[src/rtl/up16_hazard_ctrl.sv]
// Pipeline hazard and debug-halt controller for the up16 core: load-use stalls,
// branch flushes, and a halt/drain/single-step FSM with a saturating stall counter.
module up16_hazard_ctrl #(
    parameter int DSIZE = 16,
    parameter int DRAIN = 3
) (
    input  logic             Clk,
    input  logic             Rst,
    input  logic [2:0]       ID_rs1,
    input  logic [2:0]       ID_rs2,
    input  logic             ID_usesRs2,
    input  logic             EX_memRead,
    input  logic             EX_RFwriteEnab,
    input  logic [2:0]       EX_RFdest_rd,
    input  logic             ID_sel_PC,
    input  logic             halt_req,
    input  logic             step_req,
    output logic             PC_stall,
    output logic             IFID_stall,
    output logic             IFID_flush,
    output logic             IDEX_bubble,
    output logic             halted,
    output logic             step_ack,
    output logic [DSIZE-1:0] stall_count
);
    localparam int CW = (DRAIN < 1) ? 1 : $clog2(DRAIN + 1);

    typedef enum logic [1:0] {ST_RUN, ST_DRAIN, ST_HALTED, ST_STEP} state_t;

    state_t         state;
    logic [CW-1:0]  drain_cnt;
    logic           step_flag;
    logic           ack_r;
    logic           hazard;
    logic           run_like;
    logic           stall;

    function automatic logic [DSIZE-1:0] sat_inc(input logic [DSIZE-1:0] v);
        return (&v) ? v : v + DSIZE'(1);
    endfunction

    assign hazard = EX_memRead & EX_RFwriteEnab &
                    ((EX_RFdest_rd == ID_rs1) | (ID_usesRs2 & (EX_RFdest_rd == ID_rs2)));
    assign run_like = (state == ST_RUN) || (state == ST_STEP);

    // Stall/flush decode is combinational so a load-use hazard stalls in the same cycle.
    always_comb begin
        stall      = 1'b0;
        IFID_flush = 1'b0;
        if (!Rst) begin
            if (run_like) begin
                stall      = hazard;
                IFID_flush = ~hazard & ID_sel_PC;
            end else begin
                stall      = 1'b1;
            end
        end
    end

    assign PC_stall    = stall;
    assign IFID_stall  = stall;
    assign IDEX_bubble = stall;
    assign halted      = ~Rst & (state == ST_HALTED);
    assign step_ack    = ~Rst & ack_r;

    always_ff @(posedge Clk) begin
        if (Rst) begin
            state       <= ST_RUN;
            drain_cnt   <= '0;
            step_flag   <= 1'b0;
            ack_r       <= 1'b0;
            stall_count <= '0;
        end else begin
            ack_r <= 1'b0;
            if (run_like && hazard)
                stall_count <= sat_inc(stall_count);
            case (state)
                ST_RUN: begin
                    if (halt_req) begin
                        state     <= ST_DRAIN;
                        drain_cnt <= CW'(DRAIN);
                    end
                end
                ST_DRAIN: begin
                    // A host-initiated drain aborts as soon as the host lets go.
                    if (!step_flag && !halt_req) begin
                        state     <= ST_RUN;
                        drain_cnt <= '0;
                    end else if (drain_cnt == CW'(1)) begin
                        state     <= ST_HALTED;
                        drain_cnt <= '0;
                        if (step_flag) begin
                            ack_r     <= 1'b1;
                            step_flag <= 1'b0;
                        end
                    end else begin
                        drain_cnt <= drain_cnt - CW'(1);
                    end
                end
                ST_HALTED: begin
                    if (step_req)
                        state <= ST_STEP;
                    else if (!halt_req)
                        state <= ST_RUN;
                end
                ST_STEP: begin
                    if (!hazard) begin
                        state     <= ST_DRAIN;
                        drain_cnt <= CW'(DRAIN);
                        step_flag <= 1'b1;
                    end
                end
                default: state <= ST_RUN;
            endcase
        end
    end
endmodule

[config.mk]
export PLATFORM = sky130hd
export DESIGN_NAME = up16_hazard_ctrl
export DESIGN_NICKNAME = d
export VERILOG_FILES = /design/src/rtl/up16_hazard_ctrl.sv
export SDC_FILE = /design/constraint.sdc
export NUM_CORES = 1
export LEC_CHECK = 0
export CORE_MARGIN = 2
export CORE_UTILIZATION = 42
export DETAILED_ROUTE_END_ITERATION = 10
export PLACE_DENSITY_LB_ADDON = 0.15
export RECOVER_POWER = 50
export SETUP_SLACK_MARGIN = 0.02
export SYNTH_ARGS = -nofsm -noshare
export SYNTH_HDL_FRONTEND = slang
export SYNTH_SLANG_ARGS = --single-unit
[constraint.sdc]
create_clock -name Clk -period 1.9 [get_ports Clk]
set_clock_uncertainty 0.2 [all_clocks]
set_input_delay 0.19 -clock Clk [delete_from_list [all_inputs] [get_ports Clk]]
set_output_delay 0.19 -clock Clk [all_outputs]
set_load 0.02 [all_outputs]
==> results of run 1 <==
-- path summary, 6_finish.rpt --
check	cells past startpoint	start	slack [ps]	endpoint
max	9	EX_RFdest_rd[0]	-60	stall_count[8]
min	2	stall_count[13]	330	stall_count[13]
max reg2reg	7	state[1]	-50	stall_count[8]
min reg2reg	2	stall_count[13]	330	stall_count[13]
-- final cells by class --
type / instances / share of cell area
Tap cell: 44 / 0.0227
Timing Repair Buffer: 89 / 0.307
Clock buffer: 3 / 0.00930
Sequential cell: 22 / 0.197
Clock inverter: 1 / 0.0124
Inverter: 8 / 0.0124
Multi-Input combinational cell: 127 / 0.439
-- kinds of logic after synthesis --
group                    count (synthesis)  synth area share
AO/OA/AOI/OAI                           50             0.232
AND/OR/NAND/NOR                         64             0.287
flip-flops                              22             0.327
multiplexers                             1           0.00836
XOR/XNOR                                 6            0.0390
buffers and inverters                   16            0.0511
adder cells (fa/ha/maj)                  6            0.0557
-- sequential cells by signal (all words and copies together), names as in the netlist --
signal	flops
drain_cnt	2
ack_r	1
state	2
step_flag	1
stall_count	16
-- cell usage in the layout, fill, tap and decap left out, types with 4 or more instances in the layout --
| cell | netlist | layout |
|---|---|---|
| dfxtp_2 | 0 | 8 |
| nand2_1 | 12 | 11 |
| or3_1 | 6 | 6 |
| or4_4 | 0 | 6 |
| dfxtp_4 | 0 | 7 |
| o31ai_1 | 6 | 4 |
| a21oi_2 | 0 | 5 |
| o21ai_1 | 6 | 6 |
| dfxtp_1 | 22 | 7 |
| buf_4 | 2 | 45 |
| inv_1 | 8 | 6 |
| o21ai_0 | 6 | 6 |
| dlygate4sd2_1 | 0 | 10 |
| clkdlybuf4s50_1 | 0 | 14 |
| buf_6 | 0 | 8 |
| nand4_1 | 9 | 9 |
| a21oi_1 | 18 | 13 |
-- where the power goes --
part | switching [W] | total, W | internal (W)
clock | 0.000172 | 0.000386 | 0.000214
combinational | 0.000146 | 0.000289 | 0.000143
sequential | 0.00000839 | 0.000472 | 0.000464
total | 0.000326 | 0.00115 | 0.000821
-- critical path, cell delays in order --
cell and delay [ps]:
dlygate4sd2_1 280, xor2_1 170, nor4_2 290, buf_4 190
o21bai_4 110, buf_6 150, buf_6 110, or3_1 380
a21oi_1 160
-- layer usage --
layer	vias up	share of wire	global-route usage	wire (um)
met5	-	0	0	0
met4	0	0.021	0.0559	104
met2	77	0.51	0.453	2510
li1	800	-	-	-
met3	12	0.047	0.0341	231
met1	831	0.42	0.332	2080
-- through the flow --
stage | setup TNS (ps) | utilization | power [W] | hold WS, ps | area (um^2)
after global placement | -11440 | 0.676 | 0.000724 | 277 | 2060
after CTS | 0 | 0.745 | 0.00110 | 306 | 2270
final | -142 | 0.793 | 0.00115 | 326 | 2420
after detailed placement | -13330 | 0.676 | 0.000733 | 299 | 2060
after floorplan | 0 | - | 0.000615 | 174 | 1420
after global routing | -740 | 0.793 | 0.00119 | 353 | 2420
-- what timing repair did --
| item | 4_1_cts | 5_1_grt |
|---|---|---|
| setup buffers | 11 | 6 |
| gates cloned | 1 | 0 |
| pin swaps | 16 | 24 |
| hold endpoints to repair | 0 | 0 |
| endpoints found under the setup margin | 23 | 25 |
| hold buffers | 0 | 0 |
| resized for setup | 58 | 34 |
==> flow_summary_export.csv, run 1 <==
group,metric,value,unit
detailed_routing,dr_total_vias,1720,
critical_path,path_class,"input pin to register",
global_routing,grtUsageTotal,0.256,
sta,min_period,1960,ps
floorplan,rows,20,
detailed_routing,vias_per_cell,5.85,
sta,relSlewSlack,0.788,
synthesis,synth.most_common_cell,"dfxtp_1",
synthesis,yosys_register_bits,22,
floorplan,chipWidth,60.6,um
clock_tree,path_clk_slew,150,ps
synthesis,synth-edff-count,0,
placed_design,pre_cts_ws,-758,ps
min_path,hp-class,"register to register",
detailed_routing,first_pass_iters,7,
synthesis,yosysTopAreaCell,"dfxtp_1",
clock_tree,cts_buffer_depth,2,
final_layout,multi_input_area,0.00106,mm^2
synthesis,synth.avg_cell_area,8.17,um^2
clock_tree,clock-sinks,22,
critical_path,end_kind,"register",
global_routing,antenna_found_initial,0,
critical_path,worstPathMaxFanout,5,
clock_tree,root_buffer,"clkbuf_4",
synthesis,synth_flop_cell,"dfxtp_1",
final_layout,fillers,204,
power,vdd_drop_max,364,uV
outcome,violations,"setup timing",
critical_path,critical_path.startpoint_type,"input pin",
synthesis,synthesis.area,0.00135,mm^2
sta,timing.final.ws_setup,-59.2,ps
sta,rsz0062_at_grt,"true",
sta,final.period_utilization,1.03,
detailed_routing,drtIter0Drc,127,
sta,fmax,510,MHz
sta,hold_violations,0,
floorplan,die_area,0.00368,mm^2
placed_design,dp_hpwl,3.01,mm
critical_path,worstPathArrival,2030,ps
placed_design,place.gp.congestion,0.836,
critical_path,worstPathRequired,1970,ps
synthesis,synth.distinct_cells,40,
final_layout,num-nets-final,274,
power,power.density,474,mW/mm^2
global_routing,grt_pass1_vias,1575,
power,power_leakage,0.959,nW
floorplan,die_h,60.6,um
floorplan,io_pins,39,
clock_tree,cts_made_buffers,3,
synthesis,synthArstFlopShare,0,
placed_design,port_buffers,38,
synthesis,ys_seq_area_frac,0.327,
synthesis,synthCells,165,
clock_tree,htreeDepth,1,
synthesis,synth.top_cells.by_count,"dfxtp_1 (22), a21oi_1 (18), nand2_1 (12)",
sta,drv_slew,0,
global_routing,grt_first_pass_wirelength,7.20,mm
synthesis,synth_nets,188,
synthesis,ys_warn_count,0,
final_layout,seq_area,477,um^2
job,maxCapViolCount,0,
floorplan,start_util,0.441,
detailed_routing,drc,0,
final_layout,drive_above_1_share,0.472,
clock_tree,clk_latency,340,ps
clock_tree,cts_tree,"done",
synthesis,netlist.area_leader.share,0.327,
final_layout,n_antenna_cell,0,
synthesis,synthTopCellsByArea,"dfxtp_1 (33%), a21oi_1 (6.7%), ha_1 (5.6%)",
sta,tightest_slew,316,ps
sta,setup_violations,6,
outcome,status,"complete, but fails checks",
floorplan,core_area,0.00305,mm^2
final_layout,area_growth,79.7,%
placed_design,post-place-cells,272,
detailed_routing,routed_wirelength,4.93,mm
final_layout,stdcell_count,294,
detailed_routing,ant_nets,0,
global_routing,grt_max_degree,14,
detailed_routing,post_drt_wl_per_cell,16.8,um
global_routing,overflow,0,
No activity file was read; power rests on OpenSTA's default activity.
==> inputs of run 2 (changes only) <==
--- a/config.mk
+++ b/config.mk
@@ -8,6 +8,7 @@
 export CORE_MARGIN = 2
 export CORE_UTILIZATION = 42
 export DETAILED_ROUTE_END_ITERATION = 10
+export MAX_ROUTING_LAYER = met4
 export PLACE_DENSITY_LB_ADDON = 0.15
 export RECOVER_POWER = 50
 export SETUP_SLACK_MARGIN = 0.02
==> flow_summary_export.csv, run 2 (synthesized netlist as in run 1, its figures left out) <==
group,metric,value,unit
outcome,status,"complete, but fails checks",
outcome,violations,"setup timing",
sta,rsz0062_at_grt,"true",
critical_path,cpMaxStageDelayCell,"or3_1",
critical_path,path_cells,"dlygate4sd2_1 -> xor2_1 -> nor4_2 -> buf_4 -> o21bai_4 -> buf_6 -> buf_6 -> or3_1 -> a21oi_1",
sta,min_period,1950,ps
clock_tree,root_buffer,"clkbuf_4",
critical_path,worstPathMaxFanout,5,
clock_tree,clk_latency,340,ps
clock_tree,cts_tree,"done",
sta,tightest_slew,320,ps
clock_tree,postCtsHoldBufs,0,
final_layout,post-route-util,0.794,
final_layout,stdcell_count,294,
final_layout,area_growth,79.9,%
job,maxCapViolCount,0,
detailed_routing,drtIter0Drc,108,
global_routing,grt_pass1_vias,1574,
floorplan,io_pins,39,
global_routing,grt_first_pass_wirelength,7.20,mm
critical_path,path_class,"input pin to register",
min_path,hp-class,"register to register",
final_layout,drive_above_1_share,0.476,
placed_design,place.gp.congestion,0.849,
detailed_routing,routed_wirelength,4.97,mm
floorplan,core_area,0.00305,mm^2
floorplan,chipWidth,60.6,um
placed_design,post-place-cells,272,
detailed_routing,vias_per_cell,5.77,
sta,fmax,513,MHz
clock_tree,cts_buffer_depth,2,
critical_path,reg2reg_slack,-50,ps
sta,timing.final.ws_setup,-51.1,ps
detailed_routing,dr_total_vias,1697,
placed_design,pre_cts_ws,-758,ps
global_routing,grtUsageTotal,0.264,
critical_path,max_stage_delay,380,ps
floorplan,die_area,0.00368,mm^2
final_layout,reg_top3,"stall_count x16, drain_cnt x2, state x2",
final_layout,num-nets-final,274,
critical_path,critical_path.startpoint_type,"input pin",
critical_path,worstPathArrival,2020,ps
global_routing,overflow,0,
final_layout,fillers,203,
power,power.density,473,mW/mm^2
detailed_routing,drc,0,
detailed_routing,ant_nets,0,
final_layout,top_register,"stall_count",
critical_path,crit-reg2reg-capture,"stall_count[8]",
sta,final.period_utilization,1.03,
final_layout,n_antenna_cell,0,
critical_path,critPathBufInv,4,
critical_path,crit_path_frequent_cell,"buf_6",
floorplan,rows,20,
sta,hold_violations,0,
floorplan,start_util,0.441,
power,power_leakage,0.960,nW
critical_path,end_kind,"register",
placed_design,dp_hpwl,3.01,mm
clock_tree,cts_made_buffers,3,
clock_tree,path_clk_slew,140,ps
clock_tree,htreeDepth,1,
critical_path,r2r_cells,7,
detailed_routing,post_drt_wl_per_cell,16.9,um
global_routing,antenna_found_initial,0,
sta,drv_slew,0,
global_routing,grt_max_degree,14,
placed_design,port_buffers,38,
min_path,hold_path.startpoint,"stall_count[5]",
final_layout,final_common_cell,"buf_4",
min_path,worstHoldPathCells,2,
clock_tree,clock-sinks,22,
critical_path,r2r-start,"state[1]",
final_layout,layout_common_cells,"buf_4 (45), clkdlybuf4s50_1 (14), a21oi_1 (13), nand2_1 (11), dlygate4sd2_1 (10)",
sta,relSlewSlack,0.785,
critical_path,worstPathRequired,1970,ps
critical_path,critPathTopFamily,"buffers and inverters",
sta,setup_violations,6,
min_path,worst_hold_path.endpoint,"stall_count[5]",
power,vdd_drop_max,375,uV
final_layout,largest_reg_flops,16,
detailed_routing,first_pass_iters,4,
floorplan,die_h,60.6,um
[run 2: cell counts in the layout (fill, tap and decap cells not counted)]
No cell type changed its count.
[run 2: per-layer routing]
| metal | GRT usage | vias to the layer above | part of all wire |
|---|---|---|---|
| li1 | - | 798 | - |
| met1 | 0.334 | 824 | 0.42 |
| met2 | 0.453 | 61 | 0.51 |
| met3 | 0.0320 | 14 | 0.042 |
| met4 | 0.0559 | 0 | 0.030 |
| met5 | - | - | 0 |
[run 2: layout make-up]
class	instances	area, um^2	share of cell area
timing repair buffer	89	743	0.307
clock buffer	3	22.5	0.00929
clock inverter	1	30.0	0.0124
sequential	22	477	0.197
tap	44	55.1	0.0227
inverter	8	30.0	0.0124
multi-input combinational	127	1070	0.440
[run 2: how the worst max path moves through the flow]
stage                               start               to  slack [ps]  cells past startpoint
final                     EX_RFdest_rd[0]   stall_count[8]         -50                      9
after global routing      EX_RFdest_rd[0]   stall_count[8]        -130                      9
after CTS                  stall_count[4]  stall_count[15]           6                      5
after detailed placement  EX_RFdest_rd[2]       IFID_flush        -760                      7
after global placement    EX_RFdest_rd[0]       IFID_flush        -690                      7
after floorplan           stall_count[13]   stall_count[6]          20                      5
[run 2: report_power, final]
group | total [W] | internal [W] | switching, W | leakage, nW
Clock | 0.000385 | 0.000214 | 0.000172 | 0.0279
Combinational | 0.000289 | 0.000143 | 0.000146 | 0.744
Sequential | 0.000472 | 0.000464 | 0.00000829 | 0.188
Total | 0.00115 | 0.000821 | 0.000325 | 0.960
[run 2: timing repair]
action / in CTS / in global routing
pin swaps: 16 / 22
endpoints found under the setup margin: 23 / 25
cloned: 1 / 0
gates resized for setup: 58 / 35
setup buffers: 11 / 6
hold endpoints to repair: 0 / 0
[run 2: stage by stage]
stage               power (W)  hold slack, ps  cell area, um^2  TNS [ps]
CTS                   0.00110             306             2270         0
detailed placement   0.000733             299             2060    -13330
floorplan            0.000615             174             1420         0
global placement     0.000724             277             2060    -11440
global route          0.00119             338             2420      -729
finish                0.00115             325             2420      -152
[run 2: worst min-delay path, cell delays in order (launching register included)]
cell     delay (ps)
dfxtp_2         360
o21ai_1          70
a21oi_1          70
